`src/rtl/swd_arbiter.sv`:
```
// Two-way arbiter and sequencer sharing the SWD engine between the host link and
// the background poller; returns each result (or a timeout) to its owner.
module swd_arbiter #(
    parameter int unsigned TIMEOUT_CYCLES = 4096,
    parameter int unsigned HOST_BURST     = 4
) (
    input  logic        clk,
    input  logic        rst,
    input  logic        h_req,
    input  logic        h_write,
    input  logic        h_useParity,
    input  logic [4:0]  h_bits,
    input  logic [31:0] h_wdata,
    output logic        h_ack,
    output logic [31:0] h_rdata,
    output logic        h_rparity,
    output logic        h_timeout,
    input  logic        p_req,
    input  logic        p_write,
    input  logic        p_useParity,
    input  logic [4:0]  p_bits,
    input  logic [31:0] p_wdata,
    output logic        p_ack,
    output logic [31:0] p_rdata,
    output logic        p_rparity,
    output logic        p_timeout,
    output logic        rxReq,
    output logic        txReq,
    output logic        useParity,
    output logic [4:0]  bits,
    output logic [31:0] SWDinputData,
    input  logic [31:0] SWDoutputData,
    input  logic        SWDoutputParity,
    input  logic        SWDbusy,
    output logic        owner,
    output logic        active
);

    localparam logic [15:0] TMO_LAST  = 16'(TIMEOUT_CYCLES - 1);
    localparam logic [3:0]  BURST_LIM = 4'(HOST_BURST);

    typedef enum logic [1:0] {IDLE, ISSUE, WAIT_DONE, COMPLETE} state_t;

    state_t      state;
    logic        busy_meta;
    logic        busy_s;
    logic [3:0]  burst_cnt;
    logic [15:0] tmo_cnt;
    logic        own_write;

    logic        grant_poller;
    logic        finish;
    logic        res_timeout;
    logic [31:0] res_data;
    logic        res_parity;

    // Poller wins when it is alone or the host has used up its burst allowance.
    always_comb begin
        grant_poller = p_req && (!h_req || burst_cnt == BURST_LIM);
    end

    // Completion (normal or aborted) is decided here so the owner's result
    // registers are written from a single place in the sequential block.
    always_comb begin
        finish      = 1'b0;
        res_timeout = 1'b0;
        case (state)
            ISSUE: begin
                if (!busy_s && tmo_cnt == TMO_LAST) begin
                    finish      = 1'b1;
                    res_timeout = 1'b1;
                end
            end
            WAIT_DONE: begin
                if (!busy_s) begin
                    finish = 1'b1;
                end else if (tmo_cnt == TMO_LAST) begin
                    finish      = 1'b1;
                    res_timeout = 1'b1;
                end
            end
            default: ;
        endcase
        res_data   = (own_write || res_timeout) ? '0 : SWDoutputData;
        res_parity = !own_write && !res_timeout && SWDoutputParity;
    end

    always_ff @(posedge clk) begin
        if (rst) begin
            state        <= IDLE;
            busy_meta    <= 1'b0;
            busy_s       <= 1'b0;
            burst_cnt    <= '0;
            tmo_cnt      <= '0;
            own_write    <= 1'b0;
            rxReq        <= 1'b0;
            txReq        <= 1'b0;
            useParity    <= 1'b0;
            bits         <= '0;
            SWDinputData <= '0;
            owner        <= 1'b0;
            active       <= 1'b0;
            h_ack        <= 1'b0;
            h_rdata      <= '0;
            h_rparity    <= 1'b0;
            h_timeout    <= 1'b0;
            p_ack        <= 1'b0;
            p_rdata      <= '0;
            p_rparity    <= 1'b0;
            p_timeout    <= 1'b0;
        end else begin
            busy_meta <= SWDbusy;
            busy_s    <= busy_meta;
            h_ack     <= 1'b0;
            p_ack     <= 1'b0;

            if (finish) begin
                rxReq <= 1'b0;
                txReq <= 1'b0;
                state <= COMPLETE;
                if (owner) begin
                    p_ack     <= 1'b1;
                    p_rdata   <= res_data;
                    p_rparity <= res_parity;
                    p_timeout <= res_timeout;
                end else begin
                    h_ack     <= 1'b1;
                    h_rdata   <= res_data;
                    h_rparity <= res_parity;
                    h_timeout <= res_timeout;
                end
            end else begin
                case (state)
                    IDLE: begin
                        if (h_req || p_req) begin
                            owner   <= grant_poller;
                            active  <= 1'b1;
                            tmo_cnt <= '0;
                            state   <= ISSUE;
                            if (grant_poller) begin
                                bits         <= p_bits;
                                useParity    <= p_useParity;
                                SWDinputData <= p_wdata;
                                own_write    <= p_write;
                                txReq        <= p_write;
                                rxReq        <= !p_write;
                                burst_cnt    <= '0;
                            end else begin
                                bits         <= h_bits;
                                useParity    <= h_useParity;
                                SWDinputData <= h_wdata;
                                own_write    <= h_write;
                                txReq        <= h_write;
                                rxReq        <= !h_write;
                                if (!p_req) begin
                                    burst_cnt <= '0;
                                end else if (burst_cnt != '1) begin
                                    burst_cnt <= burst_cnt + 4'd1;
                                end
                            end
                        end
                    end
                    ISSUE: begin
                        if (busy_s) begin
                            rxReq   <= 1'b0;
                            txReq   <= 1'b0;
                            tmo_cnt <= '0;
                            state   <= WAIT_DONE;
                        end else begin
                            tmo_cnt <= tmo_cnt + 16'd1;
                        end
                    end
                    WAIT_DONE: begin
                        tmo_cnt <= tmo_cnt + 16'd1;
                    end
                    COMPLETE: begin
                        active <= 1'b0;
                        state  <= IDLE;
                    end
                    default: state <= IDLE;
                endcase
            end
        end
    end

endmodule
```
`config.mk`:
```
export PLATFORM = sky130hd
export DESIGN_NAME = swd_arbiter
export DESIGN_NICKNAME = d
export VERILOG_FILES = /design/src/rtl/swd_arbiter.sv
export SDC_FILE = /design/constraint.sdc
export NUM_CORES = 1
export LEC_CHECK = 0
export CORE_MARGIN = 3
export CORE_UTILIZATION = 42
export CTS_BUF_LIST = sky130_fd_sc_hd__clkbuf_8
export DETAILED_ROUTE_END_ITERATION = 12
export PLACE_DENSITY_LB_ADDON = 0.2
export SETUP_SLACK_MARGIN = 0.15
export SLEW_MARGIN = 20
export SYNTH_ARGS = -nofsm -noshare
export SYNTH_HDL_FRONTEND = slang
export SYNTH_SLANG_ARGS = --single-unit
```
`constraint.sdc`:
```
create_clock -name clk -period 2 [get_ports clk]
set_input_delay 0.5 -clock clk [delete_from_list [all_inputs] [get_ports clk]]
set_output_delay 0.5 -clock clk [all_outputs]
set_load 0.05 [all_outputs]
```
-- Word-level counts from Yosys, hierarchy flattened
Cells that the tools add are included.
- register bits: 137
- input port bits: 116
- logic and storage cells: 95
- add/subtract/negate cells: 2
- equality and inequality tests: 11
- muxes and demuxes: 31
- bitwise logic cells: 2
- reduce and logical (&&, ||, !) cells: 28
- operators by type and width (cell ; number):
    32-bit 2-to-1 mux ; 2
    16-bit case mux with 3 select lines ; 1
    16-bit 2-to-1 mux ; 2
    16-bit by 1-bit adder with 16-bit output (second input constant) ; 1
    16-bit by 12-bit == test with 1-bit output (second input constant) ; 1
    3-bit AND reduction ; 5
    1-bit 2-to-1 mux ; 13
    4-bit 2-to-1 mux ; 3
    1-bit case mux with 2 select lines ; 5
    1-bit logical NOT ; 6
    2-bit 2-to-1 mux ; 3
    3-bit != test (second input constant) ; 2
    2-bit case mux with 3 select lines ; 1
    5-bit 2-to-1 mux ; 1
    4-bit by 1-bit adder with 4-bit output (second input constant) ; 1
    2-bit == test (second input constant) ; 2
    4-bit by 3-bit == test with 1-bit output (second input constant) ; 1
    1-bit logical AND ; 4
    2-bit != test (second input constant) ; 2
    4-bit != test (second input constant) ; 1
    2-bit AND reduction ; 2
    4-bit AND reduction ; 1
    2-bit nonzero test ; 2
    4-bit nonzero test ; 1
    other kinds (7) ; 11

-- Longest topological paths before layout
Gate-level depths: netlist (run 1).
- depth in word-level cells: 7
- gate-level depth with buffers: 9
- depth with buffers taken out: 7

-- Worst setup path after synthesis (run 1)
No wires, ideal clock.
- path kind: register -> register
- from: reg state[0]
- to: reg tmo_cnt[13]
- setup time: 0.071 ns
- arrival time: 2.047 ns
- path slack: -0.117 ns
- stages on the path, launching flop included: 8
- buffers on the path: 0
- cell sequence: dfxtp_1 -> inv_1 -> ha_1 -> and3b_1 -> a211oi_2 -> o21ai_1 -> or4_1 -> a21oi_1
- cells in the longest elaborated chain, start to end: 4
- elaborated cells on any way between the ends: 9
- those cells by class: eq/ne (3); mux (2); bitwise (1); reduce/logical (3)
- RTL lines (item ; RTL line ; source):
    start: declaration ; 44 ; state_t state;
    start signal: assignment ; 90 ; state <= IDLE;
    start signal: assignment ; 120 ; state <= COMPLETE;
    start signal: assignment ; 139 ; state <= ISSUE;
    2-bit == test / 2-bit by 1-bit == test with 1-bit output (equally long branches) ; 67, 133 ;
    1-bit case mux with 2 select lines ; 67 ; case (state)
    1-bit NOT (no line) ; -- ;
    3-bit AND reduction (no line) ; -- ;
    end signal: assignment ; 170 ; tmo_cnt <= tmo_cnt + 16'd1;
    end signal: assignment ; 174 ; tmo_cnt <= tmo_cnt + 16'd1;
    end: declaration ; 48 ; logic [15:0] tmo_cnt;
Parallel ways exist; a longest one is shown, timed or not.
A chain may end at the register's enable or synchronous reset.

-- Final worst setup path (run 1)
- from: reg tmo_cnt[9]
- to: reg p_rdata[22]
- cells in the longest elaborated chain, start to end: 6
- elaborated cells on any way between the ends: 11
- those cells by class: eq/ne (1); mux (7); reduce/logical (3)
- RTL lines (item ; RTL line ; source):
    16-bit by 12-bit == test with 1-bit output * ; 69, 77 ;
    1-bit 2-to-1 mux / 1-bit logical AND (equally long branches) ; 77, 69 ;
    1-bit 2-to-1 mux (on tied branches) ; 75, 69 ;
    1-bit case mux with 2 select lines ; 67 ;
    1-bit logical OR ; 84 ; res_data = (own_write || res_timeout) ? '0 : SWDoutputData;
    32-bit 2-to-1 mux ; 84 ;
    end signal: assignment ; 123 ; p_rdata <= res_data;
    end: declaration ; 24 ; output logic [31:0] p_rdata,
Mark *: on every way between the ends. The rest lies on a longest branch, timed or not.

==> impl_metrics.csv, run 1 <==
group,metric,value,unit
yosys,syn_nets,725,
finish,antenna_cells,0,
floorplanning,dieHeight,128,um
drt,drc,0,
floorplanning,die_w,128,um
yosys,ys_seq_area_share,44.2,%
finish,drive_gt1_share,50.9,%
timing,relSlewSlack,65.2,%
timing,slew_violations,0,
floorplanning,core_area,14100,sq um
cts,clkLatencyLatePin,0.47,ns
yosys,synth_cell_types,54,
outcome,status,"finished with violations",
hold_path,hold_depth,1,
cts,cts_root_buf,"clkbuf_8",
outcome,failed_checks,"setup timing",
drt,drtIter0Drc,499,
drt,num_vias,6681,
grt,grt_max_degree,60,
worst_setup_path,rr_worst_depth,10,
drt,ant_nets,0,
yosys,synth_top_flop_cell,"dfxtp_1",
cts,clkSlewWorstSetupHoldPaths,0.08,ns
place,hpwl,13.0,mm
floorplanning,start_util,43.9,%
worst_setup_path,cp-endpoint,"p_rdata[22]",
cts,numCtsBuffers,17,
timing,fin_crit,2.26,ns
power_and_ir_drop,powerDensity,1070,nW/um^2
drt,drt-wirelength-per-cell,24.7,um
floorplanning,fp.dieArea,16300,sq um
cts,numClockSinks,137,
timing,hold_violations,0,
timing,setup_viol,117,
cts,ctsLongestPathBuffers,2,
yosys,syn-cell-area,6210,sq um
yosys,synthesis.instances,602,
timing,fmax,443,MHz
grt,first_global_vias,6915,
finish,area_growth_syn_to_layout,90.7,%
grt,grt_antenna_before_repair,0,
floorplanning,io_pins,228,
worst_setup_path,crit_path_start_kind,"register",
yosys,synth-edff-count,0,
finish,nNetsFinal,1059,
drt,wirelength,27.9,mm
timing,finalSetupTns,-16.70,ns
timing,worst_clock_skew,0.0295,ns
power_and_ir_drop,fin_total_pwr,12700,uW
timing,layout_setup_ws,-0.259,ns
yosys,synth_seq_cells,137,
hold_path,min_path_type,"reg -> reg",
place,io_buffers,227,
worst_setup_path,crit_path_end_kind,"register",
job,drv_cap,0,
worst_setup_path,r2r_start,"tmo_cnt[9]",
worst_setup_path,worstPathMaxFanout,5,
place,gp_congestion,0.842,
cts,ctsHtreeMaxLevel,4,
worst_setup_path,reg2reg_slack,-0.26,ns
worst_setup_path,arrival,2.61,ns
cts,hold_buffers,0,
worst_setup_path,critPathKind,"reg -> reg",
yosys,async_flop_share,0,%
grt,grt-ovfl-total,0,
worst_setup_path,worstPathRequired,2.35,ns
timing,rsz0062_at_grt,"yes",
drt,drtPass1Iterations,5,
worst_setup_path,critPathLaunch,"tmo_cnt[9]",
drt,viasPerCell,5.92,
worst_setup_path,r2r_end,"p_rdata[22]",
timing,tightestPinTransition,0.524,ns
grt,gr-usage-all-layers,29.8,%
power_and_ir_drop,peakVddDrop,0.521,mV
yosys,ys_warn_count,0,
grt,grt_pass1_wl,38.2,mm
yosys,syn_avg_cell_area,10.3,sq um
floorplanning,rows,43,
cts,cts_tree,"done",
timing,timing.final.crit_share,113,%
power_and_ir_drop,p_leak,0.00465,uW
==> layer usage <==
metal  share of wire (%)  GRT usage, %  vias to the layer above
met2                  51          54.9                      405
met5                   0             0                        -
met1                  35          32.3                     3221
met4                 5.4          11.6                        0
li1                    -             -                     2932
met3                 8.3          8.24                      123
==> kinds of logic (layout without fill, tap and decap cells) <==
group           count (synthesis)  after routing  share of synthesized area (%)
compound gates                162            163                           23.4
xor+xnor                        6              6                          0.847
fa+ha+maj                       7              7                           1.41
buf+inv                        59            405                           5.16
flops                         137            137                           44.2
mux                            43             43                           6.93
simple gates                  188            188                           18.0
==> Yosys cell counts (all sizes together), types with 3 or more instances <==
cell type	n	share of area, %
a21oi	17	1.4
or3	8	0.81
buf	24	3.0
inv	8	0.48
nand2b	5	0.50
o21ai	11	0.89
mux2i	43	6.9
and4	3	0.42
ha	7	1.4
and2	3	0.30
nor3	9	0.73
nor2	51	3.1
and3	4	0.40
a211oi	43	8.5
a31oi	3	0.30
dfxtp	137	44
o2111ai	4	0.67
nand2	14	0.85
clkbuf	27	1.6
nor2b	6	0.60
a31o	66	9.3
xor2	5	0.71
o211ai	4	0.48
nor3b	68	8.2
nand3	8	0.65
==> how the worst min path moves through the flow <==
| stage | startpoint | endpoint |
|---|---|---|
| 2_1_floorplan | busy_meta | busy_s |
| 3_3_place_gp | busy_meta | busy_s |
| 3_5_place_dp | busy_meta | busy_s |
| 4_1_cts | busy_meta | busy_s |
| 5_1_grt | busy_meta | busy_s |
| 6_report | busy_meta | busy_s |
==> registers in the layout (all words and copies together) (netlist names), 2 cells and up <==
signal and flops:
burst_cnt 4, bits 5, p_rdata 32, h_rdata 32
state 2, SWDinputData 32, tmo_cnt 16
==> worst max-delay path, stage by stage (launching register included) <==
cell and delay (ns):
dfxtp_1 0.44, and4_1 0.28, nand4_1 0.15, buf_4 0.19, a211oi_4 0.26, buf_6 0.17
buf_6 0.14, buf_12 0.11, buf_16 0.11, nor3b_1 0.05, a31o_2 0.24
==> power by group <==
| part | internal [uW] | total (uW) | switching (uW) |
|---|---|---|---|
| combinational | 3120 | 6830 | 3720 |
| sequential | 3110 | 3450 | 343 |
| clock | 1260 | 2390 | 1130 |
| total | 7480 | 12700 | 5190 |
==> per-stage QoR <==
step                hold WS [ns]  std cells  area (sq um)  util (%)  setup slack [ns]
finish                     0.463       1129         11800      83.6            -0.259
global route               0.487       1129         11800      83.6            -0.266
CTS                        0.445       1113         11200      78.9           -0.0985
detailed placement         0.429       1009          8870      62.7            -0.316
global placement           0.435       1009          8870      62.7            -0.259
floorplan                  0.414        602          6290         -             0.116
==> cell type report <==
cell class / instances / area [sq um]
Multi-Input combinational cell: 407 / 4370
Timing Repair Buffer: 365 / 4050
Sequential cell: 137 / 2760
Fill cell: 705 / 2310
Clock buffer: 22 / 303
Tap cell: 180 / 225
Clock inverter: 10 / 100
Inverter: 8 / 35.0
==> cell usage in the layout (no fill, tap or decap), types with 8 or more instances in the layout <==
cell / instances
nand2_1: 14
a31o_4: 37
a211oi_2: 38
mux2i_1: 42
buf_16: 28
clkbuf_8: 22
buf_12: 26
dfxtp_1: 128
nor2_4: 21
a31o_1: 20
nor3b_4: 21
buf_4: 99
nor3_1: 8
nor3b_2: 22
nor3b_1: 25
clkdlybuf4s15_1: 14
a31o_2: 9
clkdlybuf4s50_1: 114
nor2_2: 15
a21oi_1: 8
clkbuf_2: 43
inv_1: 9
nor2_1: 15
buf_6: 30
==> repair_timing <==
action	4_1_cts	5_1_grt
hold endpoints to repair	0	0
buffers inserted	44	12
gates resized for setup	223	223
setup endpoints to repair	191	188
cloned	28	4
pin swaps	66	52
Power figures use the tool's default switching activity.
==> run 2: changes to the inputs <==
GPL_ROUTABILITY_DRIVEN = 0   (was not set)
clock period = 1.96 ns   (was 2 ns; I/O delays follow)
==> run 2 against run 1 <==
Compared with the run above:
- the run still ends with setup timing left
- critical path type unchanged
- largest power group unchanged
- worst setup slack better by 0.16 ns
- highest routed layer unchanged
- die area unchanged
- clock skew down 0.0065 ns
- count of clock-buffer cells in the layout down 3
- total power down 11%
- sequential power about the same
==> impl_metrics.csv, run 2 (synthesis gave the netlist of run 1 again) <==
group,metric,value,unit
outcome,status,"finished with violations",
outcome,failed_checks,"setup timing",
cts,numCtsBuffers,17,
cts,ctsHtreeMaxLevel,4,
floorplanning,core_area,14100,sq um
worst_setup_path,crit_path_start_kind,"register",
worst_setup_path,worstPathMaxFanout,8,
worst_setup_path,r2r_start,"tmo_cnt[5]",
grt,grt_antenna_before_repair,0,
drt,drtPass1Iterations,5,
floorplanning,rows,43,
timing,whs,0.447,ns
cts,clkLatencyLatePin,0.46,ns
finish,multiInputGateArea,3750,sq um
drt,drtIter0Drc,390,
timing,timing.final.crit_share,105,%
timing,rsz0062_at_grt,"yes",
worst_setup_path,critPathKind,"reg -> reg",
floorplanning,io_pins,228,
job,drv_cap,0,
grt,grt_max_degree,65,
worst_setup_path,arrival,2.42,ns
hold_path,whs_endpoint,"busy_s",
place,io_buffers,227,
cts,ctsLongestPathBuffers,2,
finish,ff_latch_area,2760,sq um
drt,drc,0,
grt,gr-usage-all-layers,22.8,%
finish,antenna_cells,0,
worst_setup_path,worstPathRequired,2.32,ns
place,hpwl,12.7,mm
cts,numClockSinks,137,
floorplanning,dieHeight,128,um
finish,nNetsFinal,1031,
drt,wirelength,21.9,mm
finish,final_cell_mix,"buf_4, dfxtp_1, clkdlybuf4s50_1",
finish,fillers,949,
finish,fin_util,74.1,%
grt,first_global_vias,5739,
power_and_ir_drop,fin_total_pwr,11300,uW
worst_setup_path,crit_chain,"and4_1, nand4_1, buf_4, a211oi_4, buf_6, buf_12, nor3b_1, a31o_2",
drt,num_vias,6090,
timing,relSlewSlack,67.6,%
power_and_ir_drop,p_leak,0.00417,uW
drt,ant_nets,0,
worst_setup_path,rr_worst_depth,8,
worst_setup_path,cpPeakStageDelay,0.41,ns
cts,clkSlewWorstSetupHoldPaths,0.09,ns
finish,drive_gt1_share,50.6,%
timing,tightestPinTransition,0.487,ns
timing,slew_violations,0,
hold_path,hold_depth,1,
finish,fin_area,10500,sq um
finish,top_regs,"SWDinputData: 32 flops, h_rdata: 32 flops, p_rdata: 32 flops",
floorplanning,start_util,43.9,%
timing,hold_violations,0,
timing,fin_crit,2.06,ns
timing,worst_clock_skew,0.0230,ns
worst_setup_path,r2r_end,"h_rdata[8]",
worst_setup_path,crit_path_end_kind,"register",
cts,hold_buffers,0,
grt,grt_pass1_wl,29.7,mm
floorplanning,fp.dieArea,16300,sq um
power_and_ir_drop,peakVddDrop,0.616,mV
hold_path,min_path_type,"reg -> reg",
finish,area_growth_syn_to_layout,68.8,%
worst_setup_path,reg2reg_slack,-0.10,ns
cts,cts_tree,"done",
grt,grt-ovfl-total,0,
finish,layout_commonest_cell,"buf_4",
timing,finalSetupTns,-3.85,ns
timing,fmax,485,MHz
timing,layout_setup_ws,-0.103,ns
power_and_ir_drop,powerDensity,1080,nW/um^2
worst_setup_path,crit_slowest_cell,"dfxtp_1",
drt,drt-wirelength-per-cell,19.9,um
floorplanning,die_w,128,um
cts,cts_root_buf,"clkbuf_8",
drt,viasPerCell,5.53,
hold_path,hold_path_startpoint,"busy_meta",
timing,setup_viol,80,
place,postPlaceCellArea,8810,sq um
## run 2: metrics by stage
stage | std cells | worst slack (ns)
2_1_floorplan | 602 | 0.120
3_3_place_gp | 1018 | -0.297
3_5_place_dp | 1018 | -0.417
4_1_cts | 1067 | -0.0280
5_1_grt | 1101 | -0.163
6_report | 1101 | -0.103
## run 2: worst max-delay path by stage
stage,startpoint,endpoint,slack [ns],depth (start not counted)
after floorplan,state[1],tmo_cnt[15],0.12,7
final,tmo_cnt[5],h_rdata[8],-0.10,8
after detailed placement,p_req,tmo_cnt[15],-0.42,6
after global routing,tmo_cnt[5],h_rdata[8],-0.16,8
after CTS,state[1],tmo_cnt[15],-0.03,8
after global placement,p_req,tmo_cnt[15],-0.30,6
## run 2: final cells by class
type	count	share of cell area, %
clock inverters	13	1.13
clock buffers	19	2.50
flip-flops and latches	137	26.3
multi-input cells	406	35.8
well taps	180	2.15
inverters	8	0.287
repair buffers	338	31.8
## run 2: layer usage
metal | routed length (um) | up-vias | track usage, %
met2 | 10900 | 257 | 39.6
met4 | 722 | 0 | 8.49
met5 | 0 | - | 0
met1 | 8420 | 2929 | 26.3
li1 | - | 2851 | -
met3 | 1800 | 53 | 7.19
## run 2: where the power goes
part | switching, uW | total [uW] | internal (uW)
Combinational | 3190 | 5570 | 2370
Clock | 1170 | 2250 | 1070
Sequential | 293 | 3460 | 3170
Total | 4660 | 11300 | 6620
## run 2: what timing repair did
item	4_1_cts	5_1_grt
endpoints found under the setup margin	142	145
pin swaps	12	44
buffers inserted	11	21
gates resized for setup	54	132
gates cloned	6	13
## run 2: critical path, delay by kind of cell (launching register included)
family,cells,cell delay (ns)
buf+inv,3,0.52
simple gates,3,0.50
flops,1,0.41
compound gates,2,0.54
==> run 3: changes to the inputs <==
CORE_MARGIN = 10   (was 3)
CTS_CLUSTER_SIZE = 10   (was not set)
==> run 3 against run 2 <==
Compared with the run above:
- the flow still finishes with violations (setup timing)
- count of clock-buffer cells in the layout is 1 lower
- clock power up 12%
- total power grew 4.3%
- cell count fell by 0.54%
- register-to-register slack gained 0.05 ns
- largest power group unchanged
==> impl_metrics.csv, run 3 (synthesis gave the netlist of run 1 again) <==
group,metric,value,unit
outcome,status,"finished with violations",
outcome,failed_checks,"setup timing",
worst_setup_path,cpPeakStageDelay,0.40,ns
grt,grt-ovfl-total,0,
place,hpwl,14.7,mm
power_and_ir_drop,peakVddDrop,0.512,mV
floorplanning,io_pins,228,
timing,slew_violations,0,
finish,final_cell_mix,"buf_4, dfxtp_1, clkdlybuf4s50_1",
worst_setup_path,r2r_start,"tmo_cnt[14]",
worst_setup_path,crit_path_end_kind,"register",
power_and_ir_drop,p_leak,0.00412,uW
cts,ctsLongestPathBuffers,2,
worst_setup_path,critical-path-top-delay-family,"compound AO/OA/AOI/OAI gates",
worst_setup_path,arrival,2.41,ns
grt,grt_antenna_before_repair,0,
drt,wirelength,22.6,mm
cts,hold_buffers,0,
power_and_ir_drop,fin_total_pwr,11800,uW
hold_path,min_path_type,"in -> reg",
cts,numClockSinks,137,
place,pre_cts_slack,-0.328,ns
timing,rsz0062_at_grt,"yes",
cts,clkLatencyLatePin,0.46,ns
grt,grt_pass1_wl,31.9,mm
worst_setup_path,crit_path_start_kind,"register",
cts,clkSlewWorstSetupHoldPaths,0.07,ns
cts,ctsHtreeMaxLevel,4,
worst_setup_path,worstPathMaxFanout,9,
worst_setup_path,reg2reg_slack,-0.06,ns
power_and_ir_drop,powerDensity,1140,nW/um^2
grt,grt_max_degree,85,
cts,cts_tree,"done",
finish,antenna_cells,0,
worst_setup_path,worstPathRequired,2.35,ns
finish,fillers,1046,
finish,fin_util,70.9,%
drt,drc,0,
floorplanning,fp.dieArea,20000,sq um
timing,hold_violations,0,
finish,layout_commonest_cell,"buf_4",
worst_setup_path,crit_slowest_cell,"o211a_4",
hold_path,hold_path_startpoint,"rst",
floorplanning,dieHeight,142,um
drt,viasPerCell,5.47,
timing,whs,0.302,ns
drt,drtIter0Drc,251,
worst_setup_path,critPathLaunch,"tmo_cnt[14]",
grt,gr-usage-all-layers,19.6,%
drt,num_vias,5986,
drt,drt-wirelength-per-cell,20.6,um
job,drv_cap,0,
worst_setup_path,critPathKind,"reg -> reg",
cts,cts_root_buf,"clkbuf_8",
floorplanning,core_area,14500,sq um
timing,setup_viol,86,
floorplanning,die_w,142,um
finish,top_regs,"SWDinputData: 32 flops, h_rdata: 32 flops, p_rdata: 32 flops",
timing,tightestPinTransition,0.523,ns
timing,fin_crit,2.02,ns
worst_setup_path,crit_chain,"nor4_4, buf_4, o2111ai_4, o211a_4, clkbuf_16, a211o_1, nand2_1",
cts,numCtsBuffers,17,
drt,ant_nets,0,
timing,fmax,496,MHz
worst_setup_path,cp.buffers_inverters,2,
floorplanning,start_util,42.7,%
timing,timing.final.crit_share,103,%
finish,drive_gt1_share,45.6,%
timing,finalSetupTns,-1.80,ns
timing,relSlewSlack,65.2,%
timing,worst_clock_skew,0.0132,ns
grt,first_global_vias,6077,
finish,area_growth_syn_to_layout,66.1,%
place,io_buffers,227,
timing,layout_setup_ws,-0.0577,ns
floorplanning,rows,44,
drt,drtPass1Iterations,4,
finish,nNetsFinal,1021,
[run 3: cell count changes in the layout (fill, tap and decap cells not counted), moves of 4 or more]
cell | previous run | this run
nor2_2 | 33 | 25
nor2_1 | 12 | 19
nor3b_1 | 28 | 56
dfxtp_1 | 128 | 132
nor3b_2 | 34 | 10
clkbuf_2 | 9 | 0
clkinvlp_4 | 6 | 2
nor3b_4 | 6 | 2
dfxtp_2 | 7 | 2
[run 3: power by group]
group,switching [uW],internal [uW]
Combinational,3260,2520
Clock,1110,1410
Sequential,296,3170
Total,4660,7100
[run 3: worst paths after layout]
path	to	cells past startpoint
min	p_timeout	2
min reg2reg	busy_s	1
max reg2reg	burst_cnt[1]	7
max	burst_cnt[1]	7
[run 3: per-stage QoR]
stage	area [sq um]	std cells
2_1_floorplan	6300	602
3_3_place_gp	8800	1024
3_5_place_dp	8800	1024
4_1_cts	9520	1071
5_1_grt	10300	1095
6_report	10300	1095
[run 3: final cells by class]
type                            count  area (sq um)  area share (%)
Timing Repair Buffer              327          3280            31.8
Clock buffer                       18           248            2.40
Clock inverter                     14           181            1.76
Inverter                            8          32.5           0.315
Multi-Input combinational cell    407          3580            34.7
Tap cell                          184           230            2.23
Sequential cell                   137          2760            26.7
[run 3: repair_timing]
item	CTS	global route
pin swaps	11	32
gates cloned	6	17
setup endpoints to repair	126	129
resized for setup	17	99
setup buffers	9	7
[run 3: metal layers]
layer | vias up | share of wire, % | global-route usage (%)
met2 | 204 | 50 | 33.3
met1 | 2924 | 40 | 21.5
met4 | 0 | 1.2 | 5.16
met3 | 19 | 9.2 | 9.21
met5 | - | 0 | 0
li1 | 2839 | - | -
